<file path="src/rtl/mu_ram_arb_pkg.sv">
// Shared types for the 1RW RAM arbiter: FSM encoding and port indices.
// No logic; zero latency.
// No flow control of its own.
package mu_ram_arb_pkg;

    typedef enum logic [1:0] {
        IDLE  = 2'd0,
        LOCK0 = 2'd1,
        LOCK1 = 2'd2
    } arb_state_t;

    localparam int unsigned PORT0 = 0;
    localparam int unsigned PORT1 = 1;

    // One-hot grant vector for a port index.
    function automatic logic [1:0] port_onehot(input logic idx);
        return idx ? 2'b10 : 2'b01;
    endfunction

endpackage

</file>
<file path="src/rtl/mu_ram_1rw_arb_rr2.sv">
// Two-way round-robin grant: masked requests, tie goes to the port that did not win last.
// Purely combinational, zero latency.
// No backpressure; an ungranted requester simply holds its request.
module mu_rr_arb2
    import mu_ram_arb_pkg::*;
(
    input  logic [1:0] req,
    input  logic [1:0] mask,
    input  logic       last_gnt,
    output logic [1:0] gnt
);

    logic [1:0] req_m;

    assign req_m = req & mask;

    always_comb begin
        gnt = 2'b00;
        case (req_m)
            2'b01:   gnt = 2'b01;
            2'b10:   gnt = 2'b10;
            2'b11:   gnt = port_onehot(~last_gnt);
            default: gnt = 2'b00;
        endcase
    end

endmodule

</file>
<file path="src/rtl/mu_ram_1rw_arb.sv">
// Shares one 1RW RAM between two requesters with round-robin arbitration and locked bursts.
// Grant/steering combinational; read data returns one cycle after acceptance (RAM latency).
// Stalls a requester by withholding gnt; optional counters under MU_RAM_ARB_STATS_EN.
module mu_ram_1rw_arb
    import mu_ram_arb_pkg::*;
#(
    parameter int DW = 8,
    parameter int AW = 12,
    parameter int CW = 16
) (
    input  logic          clk,
    input  logic          rst_n,

    input  logic          p0_req,
    input  logic          p0_we,
    input  logic [AW-1:0] p0_addr,
    input  logic [DW-1:0] p0_wdata,
    input  logic          p0_lock,
    output logic          p0_gnt,
    output logic          p0_rvalid,
    output logic [DW-1:0] p0_rdata,

    input  logic          p1_req,
    input  logic          p1_we,
    input  logic [AW-1:0] p1_addr,
    input  logic [DW-1:0] p1_wdata,
    input  logic          p1_lock,
    output logic          p1_gnt,
    output logic          p1_rvalid,
    output logic [DW-1:0] p1_rdata,

`ifdef MU_RAM_ARB_STATS_EN
    input  logic          stats_clr,
    output logic [CW-1:0] p0_acc_cnt,
    output logic [CW-1:0] p1_acc_cnt,
    output logic [CW-1:0] p0_stall_cnt,
    output logic [CW-1:0] p1_stall_cnt,
`endif

    output logic [AW-1:0] ram_addr,
    output logic [DW-1:0] ram_wr,
    output logic          ram_we,
    output logic          ram_re,
    input  logic [DW-1:0] ram_rd
);

    if (CW < 1) begin : g_cw_chk
        $error("mu_ram_1rw_arb: CW must be at least 1");
    end

    arb_state_t state, state_nxt;
    logic [1:0] req, mask, gnt, acc;
    logic       last_gnt;
    logic       sel, sel_we, sel_lock, any_acc;
    logic       rd_pend, rd_owner;

    assign req = {p1_req, p0_req};

    mu_rr_arb2 u_rr (
        .req      (req),
        .mask     (mask),
        .last_gnt (last_gnt),
        .gnt      (gnt)
    );

    assign p0_gnt  = gnt[PORT0];
    assign p1_gnt  = gnt[PORT1];
    assign acc     = req & gnt;
    assign any_acc = |acc;

    // Port 0 is the default steering source so idle cycles present stable port-0 values.
    assign sel      = gnt[PORT1];
    assign sel_we   = sel ? p1_we   : p0_we;
    assign sel_lock = sel ? p1_lock : p0_lock;

    assign ram_addr = sel ? p1_addr  : p0_addr;
    assign ram_wr   = sel ? p1_wdata : p0_wdata;
    assign ram_we   = any_acc & sel_we;
    assign ram_re   = any_acc & ~sel_we;

    always_ff @(posedge clk or negedge rst_n) begin
        if (!rst_n) begin
            state <= IDLE;
        end else begin
            state <= state_nxt;
        end
    end

    always_comb begin
        state_nxt = state;
        case (state)
            IDLE: begin
                if (any_acc && sel_lock) begin
                    state_nxt = sel ? LOCK1 : LOCK0;
                end
            end
            LOCK0: begin
                if (acc[PORT0] && !p0_lock) begin
                    state_nxt = IDLE;
                end
            end
            LOCK1: begin
                if (acc[PORT1] && !p1_lock) begin
                    state_nxt = IDLE;
                end
            end
            default: state_nxt = IDLE;
        endcase
    end

    // The lock holder alone is eligible; a dropped request leaves the lock in place.
    always_comb begin
        mask = 2'b11;
        case (state)
            IDLE:    mask = 2'b11;
            LOCK0:   mask = 2'b01;
            LOCK1:   mask = 2'b10;
            default: mask = 2'b11;
        endcase
    end

    always_ff @(posedge clk or negedge rst_n) begin
        if (!rst_n) begin
            last_gnt <= 1'b1;
            rd_pend  <= 1'b0;
            rd_owner <= 1'b0;
        end else begin
            rd_pend <= ram_re;
            if (any_acc) begin
                last_gnt <= sel;
            end
            if (ram_re) begin
                rd_owner <= sel;
            end
        end
    end

    assign p0_rvalid = rd_pend & ~rd_owner;
    assign p1_rvalid = rd_pend &  rd_owner;
    assign p0_rdata  = ram_rd;
    assign p1_rdata  = ram_rd;

`ifdef MU_RAM_ARB_STATS_EN
    logic [1:0] stall;

    assign stall = req & ~gnt;

    always_ff @(posedge clk or negedge rst_n) begin
        if (!rst_n) begin
            p0_acc_cnt   <= '0;
            p1_acc_cnt   <= '0;
            p0_stall_cnt <= '0;
            p1_stall_cnt <= '0;
        end else if (stats_clr) begin
            p0_acc_cnt   <= '0;
            p1_acc_cnt   <= '0;
            p0_stall_cnt <= '0;
            p1_stall_cnt <= '0;
        end else begin
            if (acc[PORT0] && (p0_acc_cnt != '1)) begin
                p0_acc_cnt <= p0_acc_cnt + 1'b1;
            end
            if (acc[PORT1] && (p1_acc_cnt != '1)) begin
                p1_acc_cnt <= p1_acc_cnt + 1'b1;
            end
            if (stall[PORT0] && (p0_stall_cnt != '1)) begin
                p0_stall_cnt <= p0_stall_cnt + 1'b1;
            end
            if (stall[PORT1] && (p1_stall_cnt != '1)) begin
                p1_stall_cnt <= p1_stall_cnt + 1'b1;
            end
        end
    end
`endif

endmodule

</file>
<file path="config.mk">
export PLATFORM = sky130hd
export DESIGN_NAME = mu_ram_1rw_arb
export DESIGN_NICKNAME = d
export VERILOG_FILES = /design/src/rtl/mu_ram_arb_pkg.sv /design/src/rtl/mu_ram_1rw_arb_rr2.sv /design/src/rtl/mu_ram_1rw_arb.sv
export SDC_FILE = /design/constraint.sdc
export NUM_CORES = 1
export LEC_CHECK = 0
export ABC_AREA = 1
export CORE_MARGIN = 2
export CORE_UTILIZATION = 24
export CTS_CLUSTER_SIZE = 20
export DETAILED_ROUTE_END_ITERATION = 8
export HOLD_SLACK_MARGIN = 0.02
export PLACE_DENSITY = 0.9
export RECOVER_POWER = 25
export SYNTH_ARGS = -nofsm -noshare
export SYNTH_HDL_FRONTEND = slang
export SYNTH_SLANG_ARGS = --single-unit
</file>
<file path="constraint.sdc">
create_clock -name clk -period 1.6 [get_ports clk]
set_input_delay 0.24 -clock clk [delete_from_list [all_inputs] [get_ports clk]]
set_output_delay 0.24 -clock clk [all_outputs]
set_load 0.01 [all_outputs]
</file>
==> results of run 1 <==
-- cell usage in the layout (no fill, tap or decap), types with 2 or more instances in the layout --
cell,n
sky130_fd_sc_hd__dfrtp_1,4
sky130_fd_sc_hd__nand2_4,2
sky130_fd_sc_hd__buf_2,22
sky130_fd_sc_hd__nand2_2,13
sky130_fd_sc_hd__buf_6,7
sky130_fd_sc_hd__clkbuf_4,3
sky130_fd_sc_hd__inv_1,8
sky130_fd_sc_hd__nor2_1,2
sky130_fd_sc_hd__clkdlybuf4s50_1,48
sky130_fd_sc_hd__buf_4,19
sky130_fd_sc_hd__o21ai_4,2
sky130_fd_sc_hd__inv_2,4
sky130_fd_sc_hd__nand2_1,63
sky130_fd_sc_hd__nand3_1,2
-- state kept, by name, indices dropped and copies added (netlist names) --
signal / cells
rd_pend: 1
rd_owner: 1
state: 2
last_gnt: 1
-- worst max path at each step --
stage,end,slack (ns),cells past startpoint
floorplan,ram_we,0.21,6
global placement,ram_addr[5],-0.53,7
detailed placement,ram_wr[2],-0.56,7
CTS,ram_we,-0.20,10
global route,ram_re,-0.31,10
finish,ram_re,-0.25,10
-- area by class of cell --
| class | instances | area [sq um] | share of cell area (%) |
|---|---|---|---|
| tap | 31 | 38.79 | 2.508 |
| timing repair buffer | 99 | 864.6 | 55.91 |
| inverter | 13 | 56.30 | 3.641 |
| clock buffer | 4 | 26.28 | 1.699 |
| multi-input combinational | 90 | 434.2 | 28.07 |
| sequential | 5 | 126.4 | 8.172 |
-- what timing repair did --
action,4_1_cts,5_1_grt
gates cloned,2,0
pin swaps,5,2
setup buffers,8,1
resized for setup,122,7
endpoints found under the setup margin,24,27
-- cell families after synthesis --
kind of cell,Yosys count,synth area share (%)
flip-flops,5,18.20
AO/OA/AOI/OAI,7,7.926
AND/OR/NAND/NOR,83,46.31
buffers and inverters,33,27.57
-- Yosys cell counts --
cell type,count
sky130_fd_sc_hd__nand2_1,76
sky130_fd_sc_hd__buf_4,16
sky130_fd_sc_hd__inv_1,11
sky130_fd_sc_hd__buf_2,4
sky130_fd_sc_hd__dfrtp_1,4
sky130_fd_sc_hd__nand2_2,2
sky130_fd_sc_hd__nand3_1,2
sky130_fd_sc_hd__nor2_1,2
sky130_fd_sc_hd__o21bai_1,2
sky130_fd_sc_hd__a21oi_1,1
sky130_fd_sc_hd__dfstp_2,1
sky130_fd_sc_hd__inv_2,1
sky130_fd_sc_hd__inv_4,1
sky130_fd_sc_hd__nand4_1,1
sky130_fd_sc_hd__o21ai_0,1
sky130_fd_sc_hd__o21ai_1,1
sky130_fd_sc_hd__o21ai_2,1
sky130_fd_sc_hd__o21ai_4,1
-- power groups by stage --
stage / combinational, uW / sequential [uW] / clock (uW)
after floorplan: 620 / 212 / 0
after global placement: 1290 / 217 / 0
after detailed placement: 1320 / 221 / 0
after CTS: 1420 / 223 / 159
after global routing: 1600 / 234 / 166
final: 1460 / 230 / 157
-- metrics by stage --
stage	cell area [sq um]	hold WS, ns	setup WS (ns)	util, %	cells
6_report	1546	0.2826	-0.2520	56.08	242
2_1_floorplan	694.4	-0.05559	0.2085	-	128
4_1_cts	1514	0.2085	-0.1958	54.90	241
3_3_place_gp	1436	0.4743	-0.5297	52.09	227
5_1_grt	1546	0.2912	-0.3124	56.08	242
3_5_place_dp	1436	0.4781	-0.5616	52.09	227
-- per-layer routing --
layer | wire, microns | up-vias
met5 | 0 | -
met4 | 70 | 0
met3 | 277 | 8
met2 | 1491 | 54
met1 | 923 | 456
li1 | - | 531
-- worst max-delay path: cells and delay by family (launching register included) --
family | cells | cell delay (ns)
AOI/OAI and AO/OA | 2 | 0.30
and+or+nand+nor | 3 | 0.25
buffers and inverters | 5 | 0.39
DFF | 1 | 0.40
==> impl_metrics.py, run 1 <==
metrics = {
    "run_status": {
        "run_status": "finished with violations",
        "failing_checks": "negative setup slack",
    },
    "clock_network": {
        "clk-insertion-delay-late_ns": 0.25,
        "root_buffer": "sky130_fd_sc_hd__clkbuf_4",
        "clk_transition_reported_paths_ns": 0.05,
        "cts_hold_buffers": 0,
        "cts_max_level": 1,
        "num_cts_buffers": 3,
        "cts_sinks": 5,
        "tritoncts_clock_tree": "yes",
        "clock_path_buffers": 2,
    },
    "global_routing": {
        "gr-usage-all-layers_pct": 15.92,
        "globalRouteMet1Util_pct": 16.37,
        "global_route_wire_length_before_repair_mm": 4.181,
        "busiest_layer": "met2",
        "maximum_number_of_pins_on_one_net_before_global_route_repair": 9,
        "first_global_vias": 996,
        "grt_antenna_before_repair": 0,
        "globalRouteOverflowTotal": 0,
        "grtUsageMet2_pct": 29.55,
        "grt_use_met3_pct": 3.795,
    },
    "logic_synthesis": {
        "syn-instance-count": 128,
        "fraction_of_the_yosys_area_taken_by_sequential_cells_pct": 18.20,
        "yosys.area.top_type": "sky130_fd_sc_hd__nand2_1",
        "syn_avg_cell_area_sq_um": 5.425,
        "synth_cell_type_count": 18,
        "synth-warning-count": 0,
        "mappedNetlistNets": 184,
        "synth-seq-cells": 5,
        "netlist.area_leader.share_pct": 41.08,
        "largest_cells_by_area_after_synthesis": "sky130_fd_sc_hd__nand2_1 (41%), sky130_fd_sc_hd__buf_4 (17%), sky130_fd_sc_hd__dfrtp_1 (14%)",
        "synth.cell_area_sq_um": 694.4,
    },
    "setup_path": {
        "origin_of_the_critical_flop_to_flop_path": "state[0]",
        "reg2reg_to": "state[0]",
        "setup_slack_of_the_most_critical_reg_to_reg_path_ns": 0.04,
        "end_kind": "primary output",
        "r2r_cells": 12,
        "cp-startpoint": "state[0]",
        "highest_cell_delay_on_the_worst_timing_path_ns": 0.40,
        "cp-start-kind": "flop",
        "timing.critical_path.slowest_stage_cell": "sky130_fd_sc_hd__dfrtp_1",
        "crit_path_cell_trace": "inv_2, nand2_2, nand2_4, o21ai_4, buf_6, inv_8, o21ai_4, nand2_2, inv_2, buf_6",
        "worstPathRequired_ns": 1.36,
        "worst-endpoint-arrival_ns": 1.61,
        "path_max_fanout": 7,
        "critPathKind": "flop to primary output",
    },
    "sta": {
        "timing_worst_slew_pin_value_ns": 0.2414,
        "setup_viol": 23,
        "fin_tns_setup_ns": -4.581,
        "clock_skew_ns": 0.0003995,
        "max_freq_ghz": 0.5400,
        "max_slew_margin_pct": 83.85,
        "min_period_over_period_pct": 115.7,
        "final_hold_viol_count": 0,
        "shortest_period_the_worst_path_allows_ns": 1.852,
        "grt_setup_unrepaired": "yes",
        "postLayoutSetupSlackWorst_ns": -0.2520,
        "final-max-slew-violation-count": 0,
    },
    "detailed_routing": {
        "drc": 0,
        "drt_iter0_drc": 33,
        "drt_total_wl_mm": 2.761,
        "detailroute.via_count": 1049,
        "drt_first_pass_iters": 4,
        "route.detailed.vias_per_inst": 4.335,
        "route.antenna.remaining_nets": 0,
        "route.detailed.wl_per_inst_microns": 11.41,
    },
    "power_and_ir_drop": {
        "power_report.internal_total_uw": 1049,
        "total_switching_power_uw": 794.3,
        "switching_share_pct": 43.09,
        "vdd_ir_drop_max_uv": 747.0,
        "seq_power_share_pct": 12.5,
        "share_clk_of_total_power_pct": 8.5,
        "post-layout-total-power_uw": 1843,
        "power.share.combinational_pct": 79.0,
        "powerDensity_nw_per_um2": 1192,
        "total_leakage_power_uw": 0.0008426,
    },
    "final_layout": {
        "filler_cell_count": 262,
        "final_net_count": 268,
        "antenna-diode-count": 0,
        "post_route_cells_drive_above_1_share_pct": 36.97,
        "area.growth.synth_to_final_pct": 122.7,
    },
    "die": {
        "die_area_sq_um": 3340,
        "core_sq_um": 2758,
        "die_width_microns": 57.79,
        "vert_die_dim_microns": 57.79,
        "num_rows": 19,
        "floorplan.io_pins": 98,
        "start_util_pct": 25.18,
    },
    "run": {
        "cap_violations": 0,
    },
    "place": {
        "port_buffers": 73,
        "gp_routability_congestion": 0.8482,
        "place.detailed.hpwl_mm": 1.987,
    },
    "min_path": {
        "worst_hold_path_type": "primary input to asynchronous set/reset pin",
    },
}
Note: power is estimated with default switching activity, not from simulation.
==> run 2: changes to the inputs <==
--- a/config.mk
+++ b/config.mk
@@ -5,14 +5,14 @@
 export SDC_FILE = /design/constraint.sdc
 export NUM_CORES = 1
 export LEC_CHECK = 0
-export ABC_AREA = 1
 export CORE_MARGIN = 2
-export CORE_UTILIZATION = 24
+export CORE_UTILIZATION = 23
 export CTS_CLUSTER_SIZE = 20
 export DETAILED_ROUTE_END_ITERATION = 8
 export HOLD_SLACK_MARGIN = 0.02
-export PLACE_DENSITY = 0.9
+export PLACE_DENSITY = 0.89
 export RECOVER_POWER = 25
 export SYNTH_ARGS = -nofsm -noshare
 export SYNTH_HDL_FRONTEND = slang
+export SYNTH_HIERARCHICAL = 1
 export SYNTH_SLANG_ARGS = --single-unit
==> constraint.sdc (replaced) <==
create_clock -name clk -period 1.6 [get_ports clk]
set_input_delay 0.48 -clock clk [delete_from_list [all_inputs] [get_ports clk]]
set_output_delay 0.48 -clock clk [all_outputs]
set_load 0.01 [all_outputs]
==> run 2 against run 1 <==
  * The run still ends with negative setup slack left
  * Wire length increased by 3.5%
  * Non-clock buffer count is 1 lower
  * Global-route usage grew 0.41 points
  * Sequential share of layout area decreased by 0.76 points
  * Sequential power is 8.7% higher
  * Count of clock-buffer cells in the layout stayed put
  * Register-to-register slack worse by 0.09 ns
  * Area after synthesis decreased by 5.9%
  * First-iteration DRC count fell by 27%
  * Via count is 20% lower
  * Sequential cell count did not move
==> impl_metrics.py, run 2 <==
metrics = {
    "logic_synthesis": {
        "fraction_of_the_yosys_area_taken_by_sequential_cells_pct": 19.35,
        "yosys.area.top_type": "sky130_fd_sc_hd__mux2_2",
        "synth.cell_area_sq_um": 653.1,
        "synth-warning-count": 6,
        "syn-instance-count": 67,
        "synth_cell_type_count": 24,
        "async_flop_share_pct": 100.0,
        "yosys_most_used_dff": "sky130_fd_sc_hd__dfrtp_1",
        "mappedNetlistNets": 123,
        "netlist.area_leader.share_pct": 31.03,
        "syn_avg_cell_area_sq_um": 9.748,
        "largest_cells_by_area_after_synthesis": "sky130_fd_sc_hd__mux2_2 (31%), sky130_fd_sc_hd__buf_4 (18%), sky130_fd_sc_hd__dfrtp_1 (15%)",
        "synth-seq-cells": 5,
        "synth_edf_count": 0,
        "post_synth_most_frequent_cells": "sky130_fd_sc_hd__mux2_2 (18), sky130_fd_sc_hd__buf_4 (16), sky130_fd_sc_hd__dfrtp_1 (4), sky130_fd_sc_hd__nand2_1 (4)",
        "synthMostInstantiatedCell": "sky130_fd_sc_hd__mux2_2",
    },
    "detailed_routing": {
        "drt_total_wl_mm": 2.858,
        "route.met3.wl_microns": 303,
        "route.antenna.remaining_nets": 0,
        "routed-wl-met2_mm": 1.624,
        "detailroute.via_count": 838,
        "drc": 0,
        "highest-signal-layer": "met4",
        "wirelength_met1_microns": 859,
        "route.detailed.vias_per_inst": 4.630,
        "drt_iter0_drc": 24,
        "route.detailed.wl_per_inst_microns": 15.79,
        "drt_first_pass_iters": 3,
    },
    "die": {
        "start_util_pct": 23.89,
        "vert_die_dim_microns": 57.29,
        "floorplan.io_pins": 98,
        "num_rows": 19,
        "core_sq_um": 2734,
        "die_area_sq_um": 3282,
        "die_width_microns": 57.29,
    },
    "min_path": {
        "worst_hold_path_type": "primary input to asynchronous set/reset pin",
    },
    "sta": {
        "postLayoutSetupSlackWorst_ns": -0.6457,
        "grt_setup_unrepaired": "yes",
        "max_freq_ghz": 0.4453,
        "shortest_period_the_worst_path_allows_ns": 2.246,
        "setup_viol": 26,
        "hold-worst-slack_ns": 0.5200,
        "timing_worst_slew_pin_value_ns": 0.2292,
        "final_hold_viol_count": 0,
        "min_period_over_period_pct": 140.4,
        "clock_skew_ns": 0.004502,
        "max_slew_margin_pct": 84.63,
        "final-max-slew-violation-count": 0,
    },
    "final_layout": {
        "layout.cells.most_common": "sky130_fd_sc_hd__clkdlybuf4s50_1",
        "final_core_utilization_pct": 62.33,
        "layout_common_cells": "sky130_fd_sc_hd__clkdlybuf4s50_1 (44), sky130_fd_sc_hd__buf_6 (32), sky130_fd_sc_hd__mux2_4 (20)",
        "largest_register_ff_count": 2,
        "final_net_count": 207,
        "top_register": "state",
        "layout.cells.non_filler": 181,
        "post_route_cells_drive_above_1_share_pct": 54.00,
        "area.growth.synth_to_final_pct": 160.9,
        "antenna-diode-count": 0,
    },
    "run_status": {
        "run_status": "finished with violations",
        "failing_checks": "negative setup slack",
    },
    "setup_path": {
        "highest_cell_delay_on_the_worst_timing_path_ns": 0.42,
        "worstPathRequired_ns": 1.12,
        "critical_path.most_common_cell": "sky130_fd_sc_hd__buf_6",
        "crit_path_cell_trace": "nand2b_4, nand2_4, a31oi_4, buf_6, buf_6, buf_6, nand3b_1, o31ai_2, buf_2",
        "count_of_buffer_and_inverter_cells_on_the_critical_path": 4,
        "worst-endpoint-arrival_ns": 1.77,
        "timing.critical_path.slowest_stage_cell": "sky130_fd_sc_hd__dfrtp_1",
        "path_max_fanout": 4,
        "cp-start-kind": "flop",
        "worst_path_top_cell_family_by_delay": "buffers and inverters",
        "critPathKind": "flop to primary output",
        "end_kind": "primary output",
    },
    "clock_network": {
        "clk_transition_reported_paths_ns": 0.05,
        "tritoncts_clock_tree": "yes",
        "cts_sinks": 5,
        "num_cts_buffers": 3,
        "clk-insertion-delay-late_ns": 0.24,
        "root_buffer": "sky130_fd_sc_hd__clkbuf_4",
        "clock_path_buffers": 2,
        "cts_max_level": 1,
    },
    "place": {
        "post-place-cells": 159,
        "port_buffers": 73,
        "place.detailed.hpwl_mm": 1.944,
        "gp_routability_congestion": 0.7494,
    },
    "global_routing": {
        "maximum_number_of_pins_on_one_net_before_global_route_repair": 11,
        "gr-usage-all-layers_pct": 16.33,
        "first_global_vias": 879,
        "global_route_wire_length_before_repair_mm": 4.050,
        "grt_antenna_before_repair": 0,
        "globalRouteOverflowTotal": 0,
    },
    "power_and_ir_drop": {
        "post-layout-total-power_uw": 1924,
        "total_leakage_power_uw": 0.0007925,
        "powerDensity_nw_per_um2": 1129,
        "vdd_ir_drop_max_uv": 945.3,
    },
    "run": {
        "cap_violations": 0,
    },
}
run 2: cell types whose count changed in the layout (fill, tap and decap cells not counted), moves of 6 or more:
cell                      delta
sky130_fd_sc_hd__buf_2      -20
sky130_fd_sc_hd__mux2_4     +20
sky130_fd_sc_hd__nand2_2    -13
sky130_fd_sc_hd__buf_6      +25
sky130_fd_sc_hd__inv_1       -8
sky130_fd_sc_hd__nand2_1    -60
sky130_fd_sc_hd__buf_4       -6
run 2: path summary, 6_finish.rpt:
path,from,endpoint,slack [ns],depth (start not counted)
max,state[0],ram_re,-0.65,9
min,rst_n,state[0],0.52,1
max reg2reg,state[0],state[1],-0.05,10
max in group asynchronous,rst_n,last_gnt,0.83,1
min in group clk,rd_owner,rd_owner,0.55,2
min reg2reg,rd_owner,rd_owner,0.55,2
run 2: cell type report:
cell class,instances,area (sq um)
well taps,31,38.79
repair buffers,98,1010
multi-input cells,43,503.0
fillers,235,1030
flip-flops and latches,5,126.4
clock buffers,4,26.28
run 2: cells by family (layout without fill, tap and decap cells):
| logic type | after synthesis | in the layout | synth area share, % |
|---|---|---|---|
| buffers and inverters | 19 | 102 | 22.61 |
| AOI/OAI and AO/OA | 9 | 9 | 11.69 |
| DFF | 5 | 5 | 19.35 |
| and+or+nand+nor | 14 | 14 | 10.73 |
| muxes | 20 | 20 | 35.63 |
run 2: report_power, final:
group | internal (uW) | leakage, uW | total [uW] | switching (uW)
Sequential | 189 | 0.0000610 | 250 | 61.2
Clock | 94.3 | 0.0000150 | 146 | 52.1
Combinational | 999 | 0.000716 | 1530 | 529
Total | 1280 | 0.000792 | 1920 | 642
run 2: through the flow:
stage          instance area (sq um)  TNS (ns)  setup WS (ns)
6_report                        1704    -13.25        -0.6457
4_1_cts                         1630    -12.91        -0.6454
3_3_place_gp                    1363    -27.13         -1.123
5_1_grt                         1704    -14.91        -0.7571
3_5_place_dp                    1363    -27.83         -1.150
2_1_floorplan                  678.2    -4.201        -0.2543
run 2: layer usage:
layer,track usage [%],vias to the layer above
met3,6.349,10
met5,0,-
met2,32.84,56
met1,12.97,382
met4,8.970,0
li1,-,390
run 2: worst register-to-register path: stages (launching register included):
cell	delay [ns]
sky130_fd_sc_hd__dfrtp_1	0.42
sky130_fd_sc_hd__nand2b_4	0.10
sky130_fd_sc_hd__nand2_4	0.06
sky130_fd_sc_hd__a31oi_4	0.17
sky130_fd_sc_hd__buf_6	0.16
sky130_fd_sc_hd__buf_6	0.12
sky130_fd_sc_hd__buf_4	0.13
sky130_fd_sc_hd__buf_6	0.11
sky130_fd_sc_hd__nand2_1	0.05
sky130_fd_sc_hd__a32oi_1	0.14
sky130_fd_sc_hd__nor2_1	0.07
run 2: what timing repair did:
action | 4_1_cts | 5_1_grt
gates resized for setup | 149 | 10
hold buffers | 0 | 0
pin swaps | 4 | 4
setup endpoints to repair | 30 | 27
buffers inserted | 11 | 6
cloned | 2 | 0
